--- config.mk ---
export PLATFORM = sky130hd
export DESIGN_NAME = wb_port_arbiter
export DESIGN_NICKNAME = d
export VERILOG_FILES = /design/src/rtl/rf_pkg.sv /design/src/rtl/wb_scoreboard.sv /design/src/rtl/wb_port_arbiter.sv
export SDC_FILE = /design/constraint.sdc
export NUM_CORES = 1
export LEC_CHECK = 0
export ABC_AREA = 0
export CORE_MARGIN = 1
export CORE_UTILIZATION = 30
export DETAILED_ROUTE_END_ITERATION = 12
export SETUP_SLACK_MARGIN = 0.3
export SLEW_MARGIN = 20
export SYNTH_ARGS = -nofsm -noshare
export SYNTH_HDL_FRONTEND = slang
export SYNTH_HIERARCHICAL = 1
export SYNTH_SLANG_ARGS = --single-unit
--- constraint.sdc ---
create_clock -name CLK -period 2.7 [get_ports CLK]
set_input_delay 0.675 -clock CLK [delete_from_list [all_inputs] [get_ports CLK]]
set_output_delay 0.675 -clock CLK [all_outputs]
set_load 0.02 [all_outputs]
--- src/rtl/rf_pkg.sv ---
// ---------------------------------------------------------------------------
// rf_pkg
//   Shared definitions for the register-file writeback path: default widths,
//   register count, the writeback source enum and a writeback request struct.
// ---------------------------------------------------------------------------
package rf_pkg;

    localparam int RF_ADDR_WIDTH = 5;
    localparam int RF_DATA_WIDTH = 32;
    localparam int NUM_REGS      = 32;

    typedef enum logic [1:0] {
        SRC_NONE,
        SRC_ALU,
        SRC_LSU
    } wb_src_e;

    typedef struct packed {
        logic                     valid;
        logic [RF_ADDR_WIDTH-1:0] rd;
        logic [RF_DATA_WIDTH-1:0] data;
    } wb_req_t;

endpackage

--- src/rtl/wb_scoreboard.sv ---
// ---------------------------------------------------------------------------
// wb_scoreboard
//   Pending-load scoreboard: one bit per architectural register, set when a
//   load is issued to that register and cleared when the load data is written
//   back. Register 0 is hardwired to "not busy".
// Ports
//   clk, rst   clock and synchronous active-high reset
//   set_en     load issued this cycle
//   set_rd     destination of the issued load
//   clr_en     load data written back this cycle
//   clr_rd     destination of the written-back load
//   busy       pending-load mask (registered)
// ---------------------------------------------------------------------------
module wb_scoreboard
    import rf_pkg::*;
#(
    parameter int ADDR_WIDTH = RF_ADDR_WIDTH
) (
    input  logic                     clk,
    input  logic                     rst,
    input  logic                     set_en,
    input  logic [ADDR_WIDTH-1:0]    set_rd,
    input  logic                     clr_en,
    input  logic [ADDR_WIDTH-1:0]    clr_rd,
    output logic [2**ADDR_WIDTH-1:0] busy
);

    localparam int NREGS = 2**ADDR_WIDTH;

    logic [NREGS-1:0] busy_d;
    logic [NREGS-1:0] busy_q;

    // Clear is applied before set so that a new load issued to the register
    // whose previous load is completing this cycle keeps it marked pending.
    always_comb begin
        busy_d = busy_q;
        if (clr_en) begin
            busy_d[clr_rd] = 1'b0;
        end
        if (set_en && (set_rd != '0)) begin
            busy_d[set_rd] = 1'b1;
        end
        busy_d[0] = 1'b0;
    end

    always_ff @(posedge clk) begin
        if (rst) begin
            busy_q <= '0;
        end else begin
            busy_q <= busy_d;
        end
    end

    assign busy = busy_q;

endmodule

--- src/rtl/wb_port_arbiter.sv ---
// ---------------------------------------------------------------------------
// wb_port_arbiter
//   Shares the register file's single write port between the ALU writeback
//   stage and the load/store unit. The LSU wins by default; after
//   STARVE_LIMIT consecutive losses the ALU is forced to win once. The
//   winning write is staged one cycle in WEN/RD_SEL/WB_DATA. A pending-load
//   scoreboard (BUSY) lets issue logic stall on read-after-write hazards.
// Ports
//   CLK, RESET               clock, synchronous active-high reset
//   ALU_VALID/READY/RD/DATA  ALU writeback request and combinational grant
//   LSU_VALID/READY/RD/DATA  load writeback request and combinational grant
//   LSU_ISSUE, LSU_ISSUE_RD  load issue, marks destination pending
//   BUSY                     pending-load mask, bit 0 always 0
//   WEN, RD_SEL, WB_DATA     staged register-file write (registered)
// Configuration
//   WB_BYPASS_EN  adds RS1_SEL/RS2_SEL inputs and FWD1_HIT/FWD2_HIT/FWD_DATA
//                 outputs so decode can consume the staged write one cycle
//                 before the register file commits it.
// ---------------------------------------------------------------------------
module wb_port_arbiter
    import rf_pkg::*;
#(
    parameter int ADDR_WIDTH   = RF_ADDR_WIDTH,
    parameter int DATA_WIDTH   = RF_DATA_WIDTH,
    parameter int STARVE_LIMIT = 4
) (
    input  logic                     CLK,
    input  logic                     RESET,
    input  logic                     ALU_VALID,
    output logic                     ALU_READY,
    input  logic [ADDR_WIDTH-1:0]    ALU_RD,
    input  logic [DATA_WIDTH-1:0]    ALU_DATA,
    input  logic                     LSU_VALID,
    output logic                     LSU_READY,
    input  logic [ADDR_WIDTH-1:0]    LSU_RD,
    input  logic [DATA_WIDTH-1:0]    LSU_DATA,
    input  logic                     LSU_ISSUE,
    input  logic [ADDR_WIDTH-1:0]    LSU_ISSUE_RD,
    output logic [2**ADDR_WIDTH-1:0] BUSY,
`ifdef WB_BYPASS_EN
    input  logic [ADDR_WIDTH-1:0]    RS1_SEL,
    input  logic [ADDR_WIDTH-1:0]    RS2_SEL,
    output logic                     FWD1_HIT,
    output logic                     FWD2_HIT,
    output logic [DATA_WIDTH-1:0]    FWD_DATA,
`endif
    output logic                     WEN,
    output logic [ADDR_WIDTH-1:0]    RD_SEL,
    output logic [DATA_WIDTH-1:0]    WB_DATA
);

    // STARVE_LIMIT is bounded to 1..15, so four bits always suffice.
    localparam int                CNT_W = 4;
    localparam logic [CNT_W-1:0]  LIMIT = CNT_W'(STARVE_LIMIT);

    wb_src_e                 src;
    logic [CNT_W-1:0]        starve_cnt_d, starve_cnt_q;
    logic                    wen_d, wen_q;
    logic [ADDR_WIDTH-1:0]   rd_sel_d, rd_sel_q;
    logic [DATA_WIDTH-1:0]   wb_data_d, wb_data_q;

    // Grant: LSU by default, ALU when the LSU is idle or the ALU has lost
    // STARVE_LIMIT times in a row.
    always_comb begin
        src = SRC_NONE;
        if (ALU_VALID && (!LSU_VALID || (starve_cnt_q == LIMIT))) begin
            src = SRC_ALU;
        end else if (LSU_VALID) begin
            src = SRC_LSU;
        end
    end

    assign ALU_READY = (src == SRC_ALU);
    assign LSU_READY = (src == SRC_LSU);

    // Counts only losses while the ALU is actually waiting; any other cycle
    // breaks the streak.
    always_comb begin
        starve_cnt_d = '0;
        if (ALU_VALID && (src == SRC_LSU)) begin
            starve_cnt_d = (starve_cnt_q == LIMIT) ? starve_cnt_q : starve_cnt_q + 1'b1;
        end
    end

    // Index and data hold when nothing transfers; only WEN drops. Writes to
    // register 0 are accepted but never enabled.
    always_comb begin
        wen_d     = 1'b0;
        rd_sel_d  = rd_sel_q;
        wb_data_d = wb_data_q;
        case (src)
            SRC_ALU: begin
                wen_d     = (ALU_RD != '0);
                rd_sel_d  = ALU_RD;
                wb_data_d = ALU_DATA;
            end
            SRC_LSU: begin
                wen_d     = (LSU_RD != '0);
                rd_sel_d  = LSU_RD;
                wb_data_d = LSU_DATA;
            end
            default: ;
        endcase
    end

    always_ff @(posedge CLK) begin
        if (RESET) begin
            starve_cnt_q <= '0;
            wen_q        <= 1'b0;
            rd_sel_q     <= '0;
            wb_data_q    <= '0;
        end else begin
            starve_cnt_q <= starve_cnt_d;
            wen_q        <= wen_d;
            rd_sel_q     <= rd_sel_d;
            wb_data_q    <= wb_data_d;
        end
    end

    wb_scoreboard #(
        .ADDR_WIDTH (ADDR_WIDTH)
    ) u_scoreboard (
        .clk    (CLK),
        .rst    (RESET),
        .set_en (LSU_ISSUE),
        .set_rd (LSU_ISSUE_RD),
        .clr_en (src == SRC_LSU),
        .clr_rd (LSU_RD),
        .busy   (BUSY)
    );

    assign WEN     = wen_q;
    assign RD_SEL  = rd_sel_q;
    assign WB_DATA = wb_data_q;

`ifdef WB_BYPASS_EN
    assign FWD1_HIT = wen_q && (rd_sel_q == RS1_SEL) && (RS1_SEL != '0);
    assign FWD2_HIT = wen_q && (rd_sel_q == RS2_SEL) && (RS2_SEL != '0);
    assign FWD_DATA = wb_data_q;
`endif

endmodule

==> reports/results.ini, run 1 <==
[drt]
wl_met3_um=810
drt_iter0_drc=112
ant_nets=0
wl_met2_mm=4.55
vias=3047
drt_wl_total_mm=9.87
drc=0
highest_layer=met4
met1Wirelength_mm=4.48
drt_pass1_iterations=4
routed_via_density=4.69
wl_per_cell_um=15.2

[cells_and_area]
final_area_um2=5010
syn_to_final_growth_pct=59.2
antenna_cells=0
instances_no_fill=650
final_util_pct=49.0
drive_gt1_share_pct=6.61
nNetsFinal=596

[floorplanning]
core_area_um2=10200
rows=37
start_util_pct=30.8
die_area_um2=10900
io_pins=156
die_w_um=104
die_h_um=104

[hold_path]
hp-start=WB_DATA[11]$_SDFFE_PP0P_
holdCritPathClass=reg2reg
worstHoldEndpoint=WB_DATA[11]$_SDFFE_PP0P_
hold_depth=2

[setup_path]
endpoint_kind=primary output
worstPathCellList=clkdlybuf4s50_1 -> nand4b_1 -> nand2_2 -> inv_1 -> buf_2
worstPathArrival_ns=1.71
required_ns=2.03
cp-start-kind=input pin
reg2reg_slack_ns=0.76
crit_path_max_incr_delay_ns=0.52
reg2reg_depth=9
crit_family=buffers and inverters
crit_slowest_cell=clkdlybuf4s50_1
crit_buf_inv=3
path_max_fanout=3
r2r_start=starve_cnt_q[0]$_SDFFE_PP0N_
timing.rr.end=u_scoreboard/busy[24]$_SDFF_PP0_
path_class=in2out

[yosys]
yosysMostFrequentCell=dfxtp_1
yosys_warnings=6
synth_cell_types=32
ys_ff_latch=73
synth_cells=347
synth_edf_count=0
syn_area_um2=3150
yosysTopAreaCell=dfxtp_1
synthArstFlopShare_pct=0
syn_nets=433
synth_common_cells=73 x dfxtp_1, 59 x o21ai_0, 43 x nand2_1, 43 x o21ai_1, 37 x mux2i_1
synth_area_leaders=dfxtp_1 46%, mux2i_1 12%, o21ai_0 9.4%
yosysTopAreaCellShare_pct=46.4
syn_area_per_cell_um2=9.07
synth_flop_cell=dfxtp_1
seq_area_frac_synth_pct=46.4

[global_routing]
grtUsageTotal_pct=18.0
grt_max_degree=38
gr-total-overflow=0
antenna_found_initial=0
grt_pass1_wl_mm=15.5
grt_pass1_vias=2929

[pwr]
power_frac_clock_pct=31.1
p_switching_mw=0.623
finalPower_mw=2.35
worst_ir_drop_vdd_uv=207
netSwitchingFraction_pct=26.5
power_frac_comb_pct=20.0
power.internal_mw=1.73
p_leak_nw=1.94
power_density_nw_per_um2=469
seqPwrFrac_pct=48.9

[clock_tree]
htreeDepth=3
cts_tree=built
cts.path.max_buffers=2
numCtsBuffers=9
cts-root-buf=clkbuf_8
clk-insertion-delay-late_ns=0.34
ctsHoldBuffers=0
clkTransAtPathRegs_ns=0.07
cts_sinks=73

[sta]
setup_viol=0
fin_crit_sh_pct=88.3
grt_setup_unrepaired=yes
worstMarginPinSlew_ns=0.621
finalHoldViolations=0
final_max_slew_viol_count=0
fin_skew_ns=0.00479
slew_headroom_pct=58.6
period_needed_ns=2.38
fin_ws_ns=0.316
timing.fmax_mhz=420

[job]
cap_violations=0

[placed_design]
dp.cells=635
portBuffers=154
gp_congestion=0.801
place_area_um2=4850
dp_worst_setup_slack_ns=-0.166
dp_hpwl_mm=7.20

[run_status]
status=finished, final reports clean

## metrics by stage
stage | hold WS [ns] | TNS, ns
global placement | 0.434 | -0.0862
CTS | 0.450 | 0
global route | 0.467 | 0
finish | 0.445 | 0
floorplan | 0.430 | 0
detailed placement | 0.440 | -0.183
## registers in the layout (all words and copies together) (netlist names)
register and count:
starve_cnt_q 4, WB_DATA 32, u_scoreboard/busy 31, WEN 1
RD_SEL 5
## worst reg2reg max path, cell delays in order, from the launching register on
cell and delay [ns]:
dfxtp_1 0.37, inv_1 0.06, ha_1 0.22, nand4b_1 0.16, nand2_2 0.07, inv_1 0.08, buf_4 0.14, or3b_4 0.44
o21ai_0 0.17, o21ai_0 0.10
## logic make-up (layout without fill, tap and decap cells)
| family | Yosys count | after routing | share of synthesized area [%] |
|---|---|---|---|
| AND/OR/NAND/NOR | 110 | 110 | 20.0 |
| AO/OA/AOI/OAI | 105 | 105 | 16.9 |
| flip-flops | 73 | 73 | 46.4 |
| multiplexers | 37 | 37 | 11.8 |
| buffers and inverters | 18 | 185 | 3.78 |
| adder cells (fa/ha/maj) | 2 | 2 | 0.795 |
| other | 1 | 1 | 0.119 |
| XOR/XNOR | 1 | 1 | 0.278 |
## how the worst max path moves through the flow
stage	start	to	slack [ns]	cells past startpoint
6_report	ALU_VALID	LSU_READY	0.32	5
4_1_cts	ALU_VALID	ALU_READY	0.26	4
2_1_floorplan	ALU_VALID	u_scoreboard/busy[20]$_SDFF_PP0_	0.57	8
3_5_place_dp	ALU_VALID	ALU_READY	-0.17	4
5_1_grt	ALU_VALID	LSU_READY	0.27	5
3_3_place_gp	ALU_VALID	ALU_READY	-0.09	4
## cells in the final DEF (no fill, tap or decap), drive strengths merged
master         count
buf               14
o21bai             1
nor3b              1
nor2b             14
o21ai            102
a21oi              2
clkdlybuf4s50    152
or3b               5
and2b             17
ha                 2
nor2               6
xnor2              1
clkbuf            11
nand4bb            1
nand2b             1
mux2i             37
or3                3
inv                4
nor3               2
nand3              4
or4                2
nand2             43
nand3b             8
conb               1
dfxtp             73
nor4b              1
clkinv             4
nand4b             2
## area by class of cell
cell class / count / area, um2
inverter: 4 / 15.0
timing repair buffer: 166 / 1620
fill: 998 / 5220
clock buffer: 11 / 141
tap: 136 / 170
sequential: 73 / 1460
multi-input combinational: 256 / 1580
clock inverter: 4 / 20.0
## per-layer routing
metal,global-route usage [%],vias up
met2,29.5,126
met5,0,-
met4,3.98,0
li1,-,1544
met1,22.9,1375
met3,5.76,2
## power by group through the flow
| stage | registers [mW] | clock network (mW) | logic [mW] |
|---|---|---|---|
| 2_1_floorplan | 1.24 | 0 | 0.132 |
| 6_report | 1.15 | 0.731 | 0.470 |
| 4_1_cts | 1.15 | 0.753 | 0.473 |
| 3_5_place_dp | 1.18 | 0 | 0.474 |
| 3_3_place_gp | 1.17 | 0 | 0.468 |
| 5_1_grt | 1.16 | 0.797 | 0.503 |
## timing repair
action | CTS | global route
gates cloned | 0 | 0
buffers inserted | 0 | 0
setup endpoints to repair | 2 | 1
gates resized for setup | 9 | 3
pin swaps | 1 | 0
Power figures use the tool's default switching activity.
==> inputs of run 2 (changes only) <==
Settings changed: SLEW_MARGIN 20 to 10.
==> results of run 2 <==
The final DEF is identical to that of run 1; final timing and power are the same.
==> inputs of run 3 (changes only) <==
Settings changed: CELL_PAD_IN_SITES_DETAIL_PLACEMENT set to 1, CELL_PAD_IN_SITES_GLOBAL_PLACEMENT set to 1, PLACE_DENSITY_LB_ADDON set to 0.1.
Clock period 2.7 ns to 3.06 ns, I/O delays scaled along.
==> run 3 against run 2 <==
Against the previous run: die area unchanged; highest routed layer unchanged; setup slack better by 0.14 ns; final cell count down 0.31%; clock skew up 0.0089 ns; critical path depth unchanged; sequential power down 12%; combinational power down 12%.
==> reports/results.ini, run 3 (synthesis results as in run 1) <==
[drt]
drc=0  ; unchanged
drt_pass1_iterations=4  ; unchanged
ant_nets=0  ; unchanged
routed_via_density=4.83  ; +2.9%
drt_wl_total_mm=10.6  ; +7.3%
drt_iter0_drc=85  ; -24%
vias=3127  ; +2.6%
wl_per_cell_um=16.3  ; +7.7%

[sta]
finalHoldViolations=0  ; unchanged
final_max_slew_viol_count=0  ; unchanged
slew_headroom_pct=58.7  ; +0.066 points
fin_skew_ns=0.0137  ; +0.00887 ns
setup_viol=0  ; unchanged
grt_setup_unrepaired=no
fin_crit_sh_pct=85.2
worstMarginPinSlew_ns=0.620  ; -0.000994 ns
period_needed_ns=2.61
fin_tns_setup_ns=0  ; unchanged
timing.fmax_mhz=384

[setup_path]
crit_path_max_incr_delay_ns=0.52  ; about the same
endpoint_kind=primary output
required_ns=2.29  ; +0.26 ns
r2r_start=starve_cnt_q[0]$_SDFFE_PP0N_
reg2reg_slack_ns=1.14  ; +0.38 ns
worstPathArrival_ns=1.84  ; +0.13 ns
critical_path.startpoint=ALU_VALID
path_max_fanout=6  ; +3
worstPathCellList=clkdlybuf4s50_1 -> nand4b_1 -> nand2_2 -> inv_1 -> clkbuf_2
cp-start-kind=input pin
crit_slowest_cell=clkdlybuf4s50_1
path_class=in2out

[floorplanning]
die_w_um=104  ; unchanged
die_area_um2=10900  ; unchanged
die_h_um=104  ; unchanged
start_util_pct=30.8  ; unchanged
io_pins=156  ; unchanged
rows=37  ; unchanged
core_area_um2=10200  ; unchanged

[cells_and_area]
nNetsFinal=593  ; -0.50%
syn_to_final_growth_pct=60.9
drive_gt1_share_pct=6.05  ; -0.56 points
largest_reg_flops=32  ; unchanged
final_cell_mix=152 x clkdlybuf4s50_1, 73 x dfxtp_1, 59 x o21ai_0
instances_no_fill=648  ; -0.31%
final_area_um2=5070  ; +1.1%
final_common_cell=clkdlybuf4s50_1
antenna_cells=0  ; unchanged

[global_routing]
grt_pass1_wl_mm=17.2  ; +11%
grt_use_met3_pct=6.27  ; +0.50 points
grt_use_met2_pct=35.3  ; +5.8 points
antenna_found_initial=0  ; unchanged
grt_max_degree=38  ; unchanged
gr-max-usage-layer=met2
grt_pass1_vias=3244  ; +11%
grtUsageMet1_pct=23.9  ; +0.93 points
grtUsageTotal_pct=20.1  ; +2.1 points
gr-total-overflow=0  ; unchanged

[job]
cap_violations=0  ; unchanged

[clock_tree]
htreeDepth=3  ; unchanged
ctsHoldBuffers=0  ; unchanged
clkTransAtPathRegs_ns=0.08  ; about the same
cts.path.max_buffers=2  ; unchanged
post_cts_buffers=0  ; unchanged
clk-insertion-delay-late_ns=0.35  ; about the same
numCtsBuffers=9  ; unchanged
cts-root-buf=clkbuf_8
cts_tree=built
cts_sinks=73  ; unchanged

[placed_design]
gp_congestion=0.803  ; +0.20%
dp_hpwl_mm=7.91  ; +9.8%
place_area_um2=4830  ; -0.46%
portBuffers=154  ; unchanged
dp.cells=632  ; -0.47%

[hold_path]
holdCritPathClass=reg2reg
hp-start=WB_DATA[11]$_SDFFE_PP0P_

[pwr]
worst_ir_drop_vdd_uv=235  ; +13%
power_frac_clock_pct=39.5  ; +8.4 points
power.internal_mw=1.78  ; +2.9%
p_switching_mw=0.581  ; -6.8%
netSwitchingFraction_pct=24.6  ; -1.9 points
finalPower_mw=2.36  ; +0.33%
power_frac_comb_pct=17.5  ; -2.5 points
power_density_nw_per_um2=466  ; -0.74%
p_leak_nw=1.95  ; +0.73%
seqPwrFrac_pct=43.0  ; -5.9 points

[run_status]
status=finished, final reports clean

run 3: repair_timing:
item | in CTS | in global routing
gates cloned | 0 | 0
gates resized for setup | 2 | 5
endpoints found under the setup margin | 2 | 2
run 3: metal layers:
metal,up-vias,share of wire [%]
met1,1482,43
met2,107,49
met4,0,0.83
met3,6,7.2
met5,-,0
li1,1532,-
run 3: per-stage QoR:
step	hold slack (ns)	utilization, %	setup slack, ns
after global routing	0.474	49.5	0.311
after floorplan	0.430	-	0.840
after CTS	0.453	49.6	0.264
final	0.450	49.5	0.453
after detailed placement	0.441	47.2	0.00407
after global placement	0.436	47.2	0.0370
run 3: path summary, 6_finish.rpt:
check                                     endpoint  depth (start not counted)
setup reg to reg  u_scoreboard/busy[30]$_SDFF_PP0_                          8
setup / recovery                         LSU_READY                          5
hold reg to reg           WB_DATA[11]$_SDFFE_PP0P_                          2
hold / removal            WB_DATA[11]$_SDFFE_PP0P_                          2
run 3: cell type report:
class	instances	area, um2
clock buffers	11	141
clock inverters	5	103
fillers	1186	5160
inverters	4	15.0
multi-input cells	256	1580
flip-flops and latches	73	1460
well taps	136	170
repair buffers	163	1600
run 3: worst max-delay path: cells and delay by family:
kind	cells	cell delay [ns]
buf+inv	3	0.79
simple gates	2	0.27
run 3: power groups by stage:
stage	registers [mW]	logic (mW)	clock network, mW
global route	1.02	0.444	1.01
CTS	1.02	0.419	0.960
global placement	1.04	0.413	0
floorplan	1.09	0.117	0
detailed placement	1.04	0.419	0
finish	1.01	0.413	0.931
